File: src/rtl/turn_ctrl.sv
// -----------------------------------------------------------------------------
// turn_ctrl
//
// Turn sequencer for the 2-4 player board game. It sits directly upstream of
// the per-player position counters. A flipped card is compared against the
// picture on the tile ahead of the current player:
//   - match : pulse the step strobe D. If the player lands on a tile that
//             another active player occupies, pulse D again to hop over it.
//             Hops are capped at N-1. A match keeps the turn.
//   - miss  : pulse miss and pass the turn to the next player.
//
// Optional feature (macro TURN_TIMEOUT_EN):
//   When the macro is defined, a WAIT_CARD cycle counter forces a pass after
//   TIMEOUT_CYC cycles without a card. When it is undefined, WAIT_CARD waits
//   indefinitely and the TIMEOUT_CYC parameter does not exist.
//
// Ports
//   clk            in   1  system clock, rising edge
//   rst_n          in   1  asynchronous active-low reset
//   M              in   3  mode: 3'b010 setup, 3'b011 play, anything else hold
//   N              in   3  player count 2..4 (any other value counts as 2)
//   card_valid     in   1  single-cycle qualifier for card_id
//   card_id        in   4  picture on the flipped card
//   p1_cnt..p4_cnt in   5  current positions from the position counters
//   D              out  1  single-cycle step strobe to every position counter
//   p_da1..p_da4   out  1  one-hot enable for the current player's counter
//   turn           out  2  current player index 0..N-1
//   miss           out  1  single-cycle pulse when a card misses
//   busy           out  1  high in every state except IDLE and WAIT_CARD
// -----------------------------------------------------------------------------
module turn_ctrl #(
  parameter int NUM_TILES   = 24,
  parameter int NUM_PICS    = 12
`ifdef TURN_TIMEOUT_EN
  ,
  parameter int TIMEOUT_CYC = 2**24
`endif
) (
  input  logic       clk,
  input  logic       rst_n,
  input  logic [2:0] M,
  input  logic [2:0] N,
  input  logic       card_valid,
  input  logic [3:0] card_id,
  input  logic [4:0] p1_cnt,
  input  logic [4:0] p2_cnt,
  input  logic [4:0] p3_cnt,
  input  logic [4:0] p4_cnt,
  output logic       D,
  output logic       p_da1,
  output logic       p_da2,
  output logic       p_da3,
  output logic       p_da4,
  output logic [1:0] turn,
  output logic       miss,
  output logic       busy
);

  typedef enum logic [2:0] {
    IDLE,
    WAIT_CARD,
    CHECK,
    STEP,
    SETTLE,
    PASS
  } state_t;

  localparam logic [2:0] M_SETUP   = 3'b010;
  localparam logic [2:0] M_PLAY    = 3'b011;
  localparam logic [4:0] LAST_TILE = 5'(NUM_TILES - 1);
  localparam logic [4:0] PICS      = 5'(NUM_PICS);

  // Picture index of a tile. Repeated compare-and-subtract replaces a
  // divider: tiles never exceed NUM_TILES-1, so NUM_TILES/NUM_PICS rounds
  // of subtraction are always enough.
  function automatic logic [4:0] pic_of(input logic [4:0] tile);
    logic [4:0] v;
    v = tile;
    for (int i = 0; i < NUM_TILES / NUM_PICS; i++) begin
      if (v >= PICS) v = v - PICS;
    end
    return v;
  endfunction

  state_t     state, state_nxt;
  logic [1:0] turn_nxt;
  logic [3:0] card_q, card_nxt;
  logic [1:0] hops_q, hops_nxt;

  logic       mode_setup;
  logic       mode_play;
  logic [1:0] last_turn;   // index of the last active player (N_eff - 1)
  logic [4:0] pos [4];
  logic [4:0] pos_cur;
  logic [4:0] ahead;
  logic       match;
  logic       collide;
  logic       timeout;
  logic [3:0] pda_vec;

  assign mode_setup = (M == M_SETUP);
  assign mode_play  = (M == M_PLAY);

  always_comb begin
    case (N)
      3'd3:    last_turn = 2'd2;
      3'd4:    last_turn = 2'd3;
      default: last_turn = 2'd1;
    endcase
  end

  assign pos[0]  = p1_cnt;
  assign pos[1]  = p2_cnt;
  assign pos[2]  = p3_cnt;
  assign pos[3]  = p4_cnt;
  assign pos_cur = pos[turn];

  assign ahead = (pos_cur == LAST_TILE) ? 5'd0 : pos_cur + 5'd1;
  assign match = ({1'b0, card_q} < PICS) && ({1'b0, card_q} == pic_of(ahead));

  // In SETTLE the counter has already moved, so pos_cur is the landing tile.
  always_comb begin
    collide = 1'b0;
    for (int i = 0; i < 4; i++) begin
      if (2'(i) != turn && 2'(i) <= last_turn && pos[i] == pos_cur)
        collide = 1'b1;
    end
  end

`ifdef TURN_TIMEOUT_EN
  localparam int TW = (TIMEOUT_CYC > 1) ? $clog2(TIMEOUT_CYC) : 1;

  logic [TW-1:0] wait_cnt;

  assign timeout = (wait_cnt == TW'(TIMEOUT_CYC - 1));

  // Cleared whenever we are outside WAIT_CARD, so every entry starts at 0.
  // A hold mode freezes the count along with the state.
  always_ff @(posedge clk or negedge rst_n) begin
    if (!rst_n)                  wait_cnt <= '0;
    else if (state != WAIT_CARD) wait_cnt <= '0;
    else if (mode_play && !timeout)
      wait_cnt <= wait_cnt + TW'(1);
  end
`else
  assign timeout = 1'b0;
`endif

  // NOTE: every register is updated with non-blocking assignments so all
  // flops sample the pre-edge values of each other, independent of
  // statement order.
  always_ff @(posedge clk or negedge rst_n) begin
    if (!rst_n) begin
      state  <= IDLE;
      turn   <= '0;
      card_q <= '0;
      hops_q <= '0;
    end else begin
      state  <= state_nxt;
      turn   <= turn_nxt;
      card_q <= card_nxt;
      hops_q <= hops_nxt;
    end
  end

  // NOTE: each output of this block gets a default before any branch, so
  // no path leaves a value unassigned and no latch is inferred.
  always_comb begin
    state_nxt = state;
    turn_nxt  = turn;
    card_nxt  = card_q;
    hops_nxt  = hops_q;

    if (mode_setup) begin
      state_nxt = IDLE;
      turn_nxt  = '0;
      hops_nxt  = '0;
    end else if (mode_play) begin
      case (state)
        IDLE:      state_nxt = WAIT_CARD;
        WAIT_CARD: begin
          if (card_valid) begin
            card_nxt  = card_id;
            state_nxt = CHECK;
          end else if (timeout) begin
            state_nxt = PASS;
          end
        end
        CHECK: begin
          hops_nxt  = '0;
          state_nxt = match ? STEP : PASS;
        end
        STEP:      state_nxt = SETTLE;
        SETTLE: begin
          if (collide && hops_q < last_turn) begin
            hops_nxt  = hops_q + 2'd1;
            state_nxt = STEP;
          end else begin
            state_nxt = WAIT_CARD;
          end
        end
        PASS: begin
          turn_nxt  = (turn >= last_turn) ? 2'd0 : turn + 2'd1;
          state_nxt = WAIT_CARD;
        end
        default:   state_nxt = IDLE;
      endcase
    end

    // Player count shrank below the current player: restart from player 0.
    if (turn > last_turn) turn_nxt = '0;
  end

  // Strobes are qualified by play mode: a setup request drops a strobe in
  // flight and a hold mode silences them while the state is frozen.
  assign D       = mode_play && (state == STEP);
  assign miss    = mode_play && (state == PASS);
  assign busy    = (state != IDLE) && (state != WAIT_CARD);
  assign pda_vec = (state == IDLE) ? 4'b0000 : (4'b0001 << turn);

  assign {p_da4, p_da3, p_da2, p_da1} = pda_vec;

endmodule
File: config.mk
export PLATFORM = sky130hd
export DESIGN_NAME = turn_ctrl
export DESIGN_NICKNAME = d
export VERILOG_FILES = /design/src/rtl/turn_ctrl.sv
export SDC_FILE = /design/constraint.sdc
export NUM_CORES = 1
export LEC_CHECK = 0
export CORE_UTILIZATION = 45
export DETAILED_ROUTE_END_ITERATION = 6
export GPL_ROUTABILITY_DRIVEN = 0
export HOLD_SLACK_MARGIN = 0.08
export PLACE_DENSITY = 0.84
export SETUP_SLACK_MARGIN = 0.05
export SLEW_MARGIN = 20
export SYNTH_ARGS = -nofsm -noshare
export SYNTH_HDL_FRONTEND = slang
export SYNTH_SLANG_ARGS = --single-unit
File: constraint.sdc
create_clock -name clk -period 9.2 [get_ports clk]
set_input_delay 2.3 -clock clk [delete_from_list [all_inputs] [get_ports clk]]
set_output_delay 2.3 -clock clk [all_outputs]
set_load 0.01 [all_outputs]
## After elaboration in Yosys (flattened, before gate mapping)

Cells that the tools add are included.

- Register bits after elaboration: 11
- Input port bits: 33
- Output and inout port bits: 9
- Word-level logic and storage cells: 96

- $add $sub $neg: 5
- Magnitude comparators: 11
- Eq/ne operators: 21
- Shift operators: 1
- Mux-type cells: 27
- Bitwise logic cells: 2
- Reductions and logical operators: 25

Operator list:

| operator | number |
|---|---|
| $mux W5 | 5 |
| $eq A5 B5 Y1 | 4 |
| $mux W2 | 9 |
| $eq A3 B2 Y1 const B | 5 |
| $pmux W3 S5 | 1 |
| $logic_and A1 B1 Y1 | 13 |
| $mux W3 | 4 |
| $reduce_bool A3 Y1 | 4 |
| $bmux W5 S2 | 1 |
| $ge A5 B4 Y1 const B | 2 |
| $sub A5 B4 Y5 const B | 2 |
| $eq A3 B3 Y1 const B | 3 |
| $pmux W2 S2 | 2 |
| $ne A3 B3 Y1 const B | 2 |
| $add A5 B1 Y5 const B | 1 |
| $eq A4 B5 Y1 | 1 |
| $eq A5 B5 Y1 const B | 1 |
| $add A2 B1 Y2 const B | 2 |
| $le A1 B2 Y1 const A | 2 |
| $le A2 B2 Y1 const A | 2 |
| $lt A4 B4 Y1 const B | 1 |
| $mux W1 | 4 |
| $mux W4 | 1 |
| $ne A2 B2 Y1 const A | 2 |
| 16 further kinds | 18 |

## Longest topological paths before layout

Gate-level depths: netlist of the first run.

- Word-level depth: 16
- Mapped depth: 19
- Gate-level depth less buffers: 16

## Least setup slack after synthesis of the first run

OpenSTA, ideal clock, no wires.

- Path kind: in2reg
- Start point: in p4_cnt[0]
- End point: reg state[1]
- Library setup time: 0.120 ns
- Arrival time: 5.335 ns
- Required time: 9.080 ns
- Slack: 3.745 ns
- Stages on the path: 17
- Path buffers: 3
- Path through: mux4_2 > buf_4 > ha_1 > clkbuf_1 > a311oi_1 > o22a_1 > inv_1 > ha_1 > and2_1 > buf_2 > mux2i_1 > a221o_1 > o31ai_1 > a2111oi_2 > xnor2_1 > nor2_2 > a31o_1

- Longest elaborated chain between the ends: 15
- Elaborated cells on any way between the ends: 32
- Those cells by class: 3 x add/sub; 2 x order compare; 6 x eq/ne; 15 x mux; 6 x reduce/logical

Ends and longest elaborated chain:

| element | RTL line | source |
|---|---|---|
| start, declared | 48 | `input logic [4:0] p4_cnt,` |
| $bmux W5 S2 | 116 | `assign pos_cur = pos[turn];` |
| $mux W5 (implied by the code) (2 in series) | 116 |  |
| $add A5 B1 Y5 / $eq A5 B5 Y1 (equally long branches) | 118 | `assign ahead = (pos_cur == LAST_TILE) ? 5'd0 : pos_cur + 5'd1;` |
| $mux W5 | 118 |  |
| $sub A5 B4 Y5 / $ge A5 B4 Y1 (equally long branches) | 80 | `if (v >= PICS) v = v - PICS;` |
| $mux W5 | 80 |  |
| $sub A5 B4 Y5 / $ge A5 B4 Y1 (equally long branches) | 80 |  |
| $mux W5 | 80 |  |
| $eq A4 B5 Y1 | 119 | `assign match = ({1'b0, card_q} < PICS) && ({1'b0, card_q} == pic_of(ahead));` |
| $logic_and A1 B1 Y1 | 119 |  |
| $mux W3 | 191 | `state_nxt = match ? STEP : PASS;` |
| $pmux W3 S5 * | 179 | `case (state)` |
| $mux W3 * | 178 | `end else if (mode_play) begin` |
| $mux W3 * | 174 | `if (mode_setup) begin` |
| end signal, assigned | 159 | `state <= state_nxt;` |
| end, declared | 85 | `state_t state, state_nxt;` |

Every way passes the cells marked *; elsewhere a longest branch is shown, timed or not. The select of a mux whose other input is x is not followed.
A chain may end at the register's enable or synchronous reset.

## Worst setup path after layout of the first run

- Start point: in M[1]
- End point: out D

- Longest elaborated chain between the ends: 2

Ends and longest elaborated chain:

| element | RTL line | source |
|---|---|---|
| start, declared | 41 | `input logic [2:0] M,` |
| $eq A3 B2 Y1 | 102 | `assign mode_play = (M == M_PLAY);` |
| $logic_and A1 B1 Y1 | 216 | `assign D = mode_play && (state == STEP);` |
| end, declared | 49 | `output logic D,` |

Every way passes these cells.

==> results of run 1 <==
## per-stage QoR
step	total power [mW]	hold WS, ns
finish	0.423	0.527
global route	0.465	0.557
CTS	0.424	0.528
detailed placement	0.390	0.513
global placement	0.385	0.491
floorplan	0.332	0.470
## metal layers
metal	vias to the layer above	global-route usage	routed length, µm
met5	-	0	0
met4	0	0.0523	32
met3	5	0.0274	211
met2	47	0.341	1790
met1	708	0.285	1680
li1	767	-	-
## cell type report
cell class                 instances  share of cell area
clock buffer                       4              0.0129
inverter                           9              0.0165
multi-input combinational        162               0.607
sequential                        11               0.135
tap                               46              0.0282
timing repair buffer              41               0.201
## kinds of logic after synthesis
| family | Yosys count | synth area share |
|---|---|---|
| simple gates | 70 | 0.237 |
| compound gates | 44 | 0.186 |
| xor+xnor | 25 | 0.133 |
| buf+inv | 22 | 0.0776 |
| mux | 12 | 0.115 |
| fa+ha+maj | 11 | 0.0837 |
| flops | 11 | 0.167 |
## power by group through the flow
stage	Clock [mW]	Sequential [mW]	Combinational, mW
floorplan	0	0.0755	0.257
global placement	0	0.0831	0.302
detailed placement	0	0.0826	0.307
CTS	0.0333	0.0816	0.309
global route	0.0386	0.0839	0.342
finish	0.0330	0.0813	0.309
## how the worst max path moves through the flow
stage	start	endpoint	slack, ns	cells past startpoint
3_3_place_gp	M[1]	D	2.98	6
2_1_floorplan	p4_cnt[0]	state[1]$_DFFE_PN0P_	3.74	17
4_1_cts	M[1]	D	2.96	6
6_report	M[1]	D	2.96	6
3_5_place_dp	p4_cnt[0]	state[2]$_DFFE_PN0P_	2.94	17
5_1_grt	p3_cnt[0]	state[2]$_DFFE_PN0P_	2.83	17
## worst max-delay path, stage by stage
cell and delay, ns:
clkdlybuf4s50_1 0.47, nor2b_1 0.16, nand2_1 0.15, nor2_1 0.17, and2_1 0.16, clkdlybuf4s50_1 0.53
## synth_stat cells, drive strengths merged, types with 4 or more instances
master	n
a21oi	11
a31oi	5
and3	4
buf	10
dfrtp	11
ha	11
inv	9
mux2	5
mux4	5
nand2	10
nand2b	7
nand4	4
nor2	15
nor2b	10
nor3	9
o21ai	8
xnor2	13
xor2	12
## sequential cells by signal, indices dropped and copies added (netlist names)
name and cells:
card_q 4, state 3, turn 2, hops_q 2
==> results.md, run 1 <==
* Worst Reg-to-Reg Cells at 16
* Final Setup Violations at 0
* Layout area overhead at 24.4%
* # port buffers at 41
* Row cnt at 21
* CP required at 6.90 ns
* Post-placement cell count at approximately 270
* Worst Skew at roughly 0.0081 ns
* Commonest non-fill, non-tap cells in the layout: clkdlybuf4s50_1 (41), nor2_1 (14), xnor2_1 (13), xor2_1 (12)
* Final Hold Vio Count at 0
* Total core area at 3420 µm²
* Hold path depth at 1
* Worst slew pin tran at ~0.50 ns
* Vias in the first global route at 1455
* Post-synthesis area per instance at between 8 and 9 µm²
* Maximum VDD drop at 0.111 mV
* Final core area utilization at 0.599
* Mapped Nets at 239
* Outcome: complete, no violations
* Yosys warns at 0
* Power Density at roughly 210 nW/µm²
* Syn Inst Count at ~200
* Final instance area at ~2000 µm²
* Clock transition at path regs at roughly 0.060 ns
* # Post-CTS Setup Buffers at 0
* Hold Path Class: flop to flop
* CP startpoint kind: input port
* R2R setup slack at 5.04 ns
* Die height at 62.4 µm
* Synth unique cells at between 40 and 50
* Dpl ws at around 2.9 ns
* Initial core utilization at 0.481
* CP Capture Type: output port
* Chip width at about 62 µm
* Slew Viols, Final at 0
* Psw at between 0.15 and 0.2 mW
* Peak Freq at 160 MHz
* Layout fillers at ~320
* Initial antenna violation count at 0
* RSZ-0062 raised after global routing: false
* Async SR Flop Fraction at 1.00
* Max_cap viols at 0
* Seq cells post-synth at 11
* Minimum clock period at between 6 and 7 ns
* Clock Latency Late Sink at around 0.27 ns
* Seq pwr share at 0.192
* Hpwl dp at roughly 3000 µm
* CTS Buf Count at 3
* CP max FO at 6
* Relative slew slack at 0.663
* Via count at ~1.5k
* Leak at a little over 0.8 nW
* First-pass GRT wire length at roughly 6600 µm
* H-tree levels at 1
* N_diodes at 0
* Number of synthesized flops with an enable pin at 0
* Layout cells sized above 1 at 0.0969
* Area leader, netlist: dfrtp_1
* Synth Cell Area at 1640 µm²
* Placed Instance Area at ~2000 µm²
* CTS tree: done
* # clock sinks at 11
* WHS Endpoint: card_q[0]$_DFFE_PN0P_
* Critical path arrival at between 3 and 4 ns
* Total Die Area at just under 4000 µm²
* Post-synth top area share at 0.167
* Part of the power in the clock network at 0.078
* Congestion Overflow GR at 0
* RR Startpoint: turn[0]$_DFFE_PN0P_
* Cell-internal power at 0.225 mW
* Reg-to-Reg End: state[2]$_DFFE_PN0P_
* Synth Flop Type: dfrtp_1
* Comb pwr share at 0.730
* DRT Pass-1 Iters at 4
* Setup TNS at 0 ns
* Gr usage total at 0.207
* CTS Hold Bufs at 0
* Drt wl/cell at approximately 14 µm
* CTS root buffer: clkbuf_4
* # DRC at 0
* Drt via density at roughly 5.6
* Worst setup margin at slightly below 3 ns
* Pin count of the biggest net entering global routing at 19
* Routed Antenna Nets at 0
* Sw Ratio at 0.467
* Share of the clock period used by the worst path at 0.679
* Most common cell after layout, fill and taps aside: clkdlybuf4s50_1
* NumNets Final at between 200 and 300
* Cts repair resizes at 0
* Clock Tree Buf Depth at 2
* Area of the multi-input gates at 1240 µm²
* Hold path start: card_q[0]$_DFFE_PN0P_
* # IOs at 42
* Final non-filler cell total at approximately 270
* Initial DRC count at 61
* Critical path type: input port to output port
* Reg area at around 280 µm²
* Seq/Total Area, Yosys at 0.167
* Final wirelength at 3710 µm
* Synth top area cells: dfrtp_1 (17%), ha_1 (8.4%), xnor2_1 (6.9%)
No activity file was read; power rests on OpenSTA's default activity.
==> run 2: changes to the inputs <==
- clock period: 9.2 -> 5.75 ns (I/O delays scaled with it)
==> run 2 against run 1 <==
Effect of this change:
- non-clock buffer count unchanged
- worst setup slack worse by 2.3 ns
- die area did not move
- sequential power is 61% higher
- via count grew 1.2%
- clock skew is 0.0057 ns lower
- largest cell class unchanged
- largest power group unchanged
- highest routed layer unchanged
==> results.md, run 2 (synthesis gave the netlist of run 1 again) <==
* Outcome: complete, no violations
* Initial core utilization at 0.481
* CP required at between 5 and 6 ns
* # clock sinks at 11
* CP Capture Type: flop
* Initial DRC count at between 90 and 100
* CP startpoint kind: input port
* Chip width at around 62 µm
* Commonest non-fill, non-tap cells in the layout: clkdlybuf4s50_1 (41), nor2_1 (14), xnor2_1 (13), xor2_1 (12)
* Final Hold Vio Count at 0
* Slowest cell on crit path: clkdlybuf4s50_1
* Total core area at between 3000 and 4000 µm²
* CTS Buf Count at 3
* Cts repair resizes at 0
* Hold Path Class: flop to flop
* Layout cells sized above 1 at 0.0969
* Relative slew slack at 0.655
* Critical path cell sequence: clkdlybuf4s50_1 -> mux4_2 -> ha_1 -> inv_1 -> and3_1 -> a31oi_1 -> o22a_1 -> inv_1 -> ha_1 -> and2_1 -> mux2i_1 -> a221o_1 -> o31ai_1 -> a2111oi_2 -> xnor2_1 -> nor2_2 -> o311ai_1
* CTS root buffer: clkbuf_4
* Via count at between 1.5k and 2k
* Most common cell after layout, fill and taps aside: clkdlybuf4s50_1
* Row cnt at 21
* Final Setup Violations at 0
* Power Density at between 300 and 400 nW/µm²
* Layout fillers at slightly above 300
* Maximum VDD drop at 0.205 mV
* Minimum clock period at between 5 and 6 ns
* DRT Pass-1 Iters at 4
* Hpwl dp at between 2000 and 3000 µm
* N_diodes at 0
* Largest Register: card_q
* Vias in the first global route at around 1.4k
* Total Die Area at around 3900 µm²
* Largest register FFs at 4
* Biggest regs: card_q (4), state (3)
* Clock Tree Buf Depth at 2
* Share of the clock period used by the worst path at 0.885
* Pin count of the biggest net entering global routing at 19
* Congestion Overflow GR at 0
* Drt wl/cell at 13.5 µm
* Worst slew pin tran at between 0.5 and 0.6 ns
* Initial antenna violation count at 0
* Crit-path max cell delay at between 0.5 and 0.6 ns
* Pwr Total at roughly 0.68 mW
* Worst Skew at ~0.0024 ns
* Critical path arrival at between 5 and 6 ns
* Critical path type: input port to flop
* H-tree levels at 1
* Final core area utilization at 0.599
* Peak Freq at 197 MHz
* CTS tree: done
* # IOs at between 40 and 50
* CP max FO at 11
* Gr usage total at 0.196
* Slew Viols, Final at 0
* R2R setup slack at approximately 1.7 ns
* # port buffers at around 40
* CTS Hold Bufs at 0
* Routed Antenna Nets at 0
* Leak at ~0.8 nW
* Clock transition at path regs at approximately 0.070 ns
* Final wirelength at around 3700 µm
* RSZ-0062 raised after global routing: false
* First-pass GRT wire length at 6220 µm
* NumNets Final at between 200 and 300
* Layout area overhead at 24.4%
* Clock Latency Late Sink at 0.28 ns
* # DRC at 0
* Die height at approximately 62 µm
* Placed Instance Area at just over 2000 µm²
* # Post-CTS Setup Buffers at 0
* Setup TNS at 0 ns
* Drt via density at 5.66
* Final instance area at roughly 2000 µm²
* Max_cap viols at 0
[run 2: worst paths after layout]
kind / from / to / depth (start not counted)
worst max-delay path: p2_cnt[0] / state[2]$_DFFE_PN0P_ / 17
min in group asynchronous: rst_n / turn[1]$_DFFE_PN0P_ / 1
max in group asynchronous: rst_n / state[1]$_DFFE_PN0P_ / 1
worst min-delay path: card_q[0]$_DFFE_PN0P_ / card_q[0]$_DFFE_PN0P_ / 1
worst max register to register: turn[0]$_DFFE_PN0P_ / state[2]$_DFFE_PN0P_ / 16
worst min register to register: card_q[0]$_DFFE_PN0P_ / card_q[0]$_DFFE_PN0P_ / 1
[run 2: power by group]
group | leakage (nW) | internal (mW) | total (mW) | switching [mW]
logic | 0.664 | 0.237 | 0.494 | 0.257
registers | 0.143 | 0.0971 | 0.131 | 0.0339
clock network | 0.0150 | 0.0270 | 0.0544 | 0.0274
total | 0.822 | 0.361 | 0.679 | 0.318
[run 2: stage by stage]
step / instances / setup WS (ns) / hold slack (ns)
6_report: 273 / 0.662 / 0.536
4_1_cts: 273 / 0.674 / 0.541
3_5_place_dp: 269 / 0.355 / 0.525
5_1_grt: 273 / 0.355 / 0.558
3_3_place_gp: 269 / 0.507 / 0.496
2_1_floorplan: 195 / 1.16 / 0.470
[run 2: cell type report]
type,instances,area [µm²],area share
clock buffers,4,26.3,0.0129
well taps,46,57.6,0.0282
inverters,9,33.8,0.0165
multi-input cells,162,1240,0.607
flip-flops and latches,11,275,0.135
repair buffers,41,410,0.201
[run 2: critical path: cells and delay by family]
kind                       cells  cell delay, ns
AOI/OAI and AO/OA              6            1.14
buffers and inverters          3            0.77
adders and majority gates      2            0.66
muxes                          2            0.57
and+or+nand+nor                3            0.49
xor gates and xnor gates       1            0.18
[run 2: per-layer routing]
metal / share of wire / vias to the layer above / GRT usage
li1: - / 763 / -
met1: 0.47 / 729 / 0.265
met2: 0.47 / 47 / 0.322
met3: 0.042 / 7 / 0.0146
met4: 0.018 / 0 / 0.0785
met5: 0 / - / 0
==> run 3: changes to the inputs <==
- PLACE_DENSITY: 0.84 -> 0.87
- clock period: 5.75 -> 4.51 ns (I/O delays scaled with it)
==> run 3 against run 2 <==
Effect of this change:
- critical path depth down 1
- global-route usage up 1.7 points
- clock skew increased by 0.0021 ns
- hold slack worse by 0.015 ns
- first-iteration DRC count up 25%
- non-clock buffer count up 18
- wire length rose by 9.7%
- cell area increased by 6.9%
- critical path type unchanged
- largest power group unchanged
==> results.md, run 3 (synthesis gave the netlist of run 1 again) <==
* Total Die Area at slightly below 4000 µm²
* Placed Instance Area at ~2100 µm²
* CP Capture Type: flop
* Hpwl dp at roughly 3200 µm
* DRT Pass-1 Iters at 4
* Worst Reg-to-Reg Cells at 15
* Layout cells sized above 1 at 0.171
* # DRC at 0
* Most common cell after layout, fill and taps aside: clkdlybuf4s50_1
* Slew Viols, Final at 0
* Die height at 62.4 µm
* Critical path type: input port to flop
* Critical path arrival at roughly 4.5 ns
* # clock sinks at 11
* CTS tree: done
* Hold path depth at 1
* CTS root buffer: clkbuf_4
* Layout area overhead at 32.9%
* Outcome: complete, no violations
* Relative slew slack at 0.646
* Clock Tree Buf Depth at 2
* Largest Register: card_q
* Clock Latency Late Sink at about 0.26 ns
* CP startpoint kind: input port
* Final Setup Violations at 0
* Initial antenna violation count at 0
* RR Startpoint: turn[0]$_DFFE_PN0P_
* Initial DRC count at approximately 120
* Share of the clock period used by the worst path at 0.956
* # port buffers at 41
* Routed Antenna Nets at 0
* Hold Path Class: flop to flop
* CP max FO at 7
* Largest register FFs at 4
* Hold path start: hops_q[1]$_DFFE_PN0P_
* R2R setup slack at ~0.76 ns
* N_diodes at 0
* CP required at about 4.7 ns
* Minimum clock period at around 4.3 ns
* Drt wl/cell at around 14 µm
* Clock transition at path regs at roughly 0.07 ns
* NumNets Final at slightly below 300
* Pin count of the biggest net entering global routing at 12
* Gr usage total at 0.213
* CTS Buf Count at 3
* Leak at ~0.9 nW
* Commonest non-fill, non-tap cells in the layout: clkdlybuf4s50_1 (41), buf_4 (18), nor2_1 (14), xnor2_1 (13), xor2_1 (12)
* # IOs at between 40 and 50
* Initial core utilization at 0.481
* WHS Endpoint: hops_q[1]$_DFFE_PN0P_
* Via count at about 1.6k
* Final wirelength at 4050 µm
* Max_cap viols at 0
* Drt via density at about 5.6
* Total core area at approximately 3400 µm²
* Maximum VDD drop at 0.254 mV
* Final Hold Vio Count at 0
* Reg-to-Reg End: state[2]$_DFFE_PN0P_
* Congestion Overflow GR at 0
* Biggest regs: card_q (4), state (3)
* Final core area utilization at 0.640
* H-tree levels at 1
* First-pass GRT wire length at just under 7000 µm
* RSZ-0062 raised after global routing: false
* Chip width at 62.4 µm
* Power Density at around 450 nW/µm²
* Worst Skew at between 0.004 and 0.005 ns
* Final instance area at roughly 2200 µm²
* Vias in the first global route at 1508
* Peak Freq at about 230 MHz
* Row cnt at 21
* Worst slew pin tran at approximately 0.53 ns
[run 3: cell count changes in the layout (fill, tap and decap cells not counted)]
| cell | before | now |
|---|---|---|
| nor2b_1 | 9 | 8 |
| ha_2 | 0 | 1 |
| buf_4 | 0 | 18 |
| nor2b_2 | 0 | 1 |
| ha_1 | 11 | 10 |
[run 3: final cells by class]
type                       count  area [µm²]
multi-input combinational    162        1250
fill                         290        1230
timing repair buffer          59         546
sequential                    11         275
tap                           46        57.6
inverter                       9        33.8
clock buffer                   4        26.3
[run 3: worst max path at each step]
stage	slack (ns)	endpoint	cells after the start	startpoint
after floorplan	0.23	state[1]$_DFFE_PN0P_	17	p4_cnt[0]
after global placement	0.05	state[2]$_DFFE_PN0P_	16	p4_cnt[3]
after detailed placement	-0.07	state[2]$_DFFE_PN0P_	16	p4_cnt[3]
after CTS	0.23	state[2]$_DFFE_PN0P_	16	p4_cnt[3]
after global routing	0.05	state[2]$_DFFE_PN0P_	16	p4_cnt[3]
final	0.20	state[2]$_DFFE_PN0P_	16	p4_cnt[3]
[run 3: per-stage QoR]
stage	setup slack [ns]	total power [mW]	setup TNS (ns)	std cells	hold slack, ns
2_1_floorplan	0.227	0.678	0	195	0.470
3_3_place_gp	0.0535	0.864	0	285	0.492
3_5_place_dp	-0.0654	0.879	-0.0972	285	0.501
4_1_cts	0.230	0.951	0	289	0.518
5_1_grt	0.0543	1.06	0	291	0.544
6_report	0.199	0.974	0	291	0.521
[run 3: where the power goes]
| group | leakage (nW) | total, mW | switching (mW) | internal [mW] |
|---|---|---|---|---|
| logic | 0.750 | 0.738 | 0.361 | 0.377 |
| clock network | 0.0150 | 0.0659 | 0.0318 | 0.0341 |
| registers | 0.143 | 0.170 | 0.0460 | 0.124 |
| total | 0.909 | 0.974 | 0.439 | 0.535 |
[run 3: worst max-delay path, stage by stage]
cell             delay [ns]
clkdlybuf4s50_1        0.44
mux4_2                 0.58
buf_4                  0.19
nor2b_4                0.17
o32ai_1                0.12
a21oi_1                0.20
inv_1                  0.07
ha_1                   0.20
and2_1                 0.18
buf_4                  0.16
o21bai_1               0.15
a41oi_1                0.21
a21oi_1                0.12
a21oi_2                0.19
mux2i_1                0.23
o311ai_1               0.11
[run 3: repair_timing]
action | in CTS | in global routing
resized for setup | 0 | 2
hold buffers | 0 | 0
setup buffers | 0 | 2
endpoints found under the setup margin | 0 | 2
hold endpoints to repair | 0 | 0
[run 3: routing by layer]
| layer | wire length, µm | vias to the layer above | GRT usage |
|---|---|---|---|
| met4 | 44 | 0 | 0.0523 |
| met2 | 1970 | 61 | 0.370 |
| met5 | 0 | - | 0 |
| li1 | - | 802 | - |
| met3 | 204 | 8 | 0.0109 |
| met1 | 1830 | 754 | 0.287 |
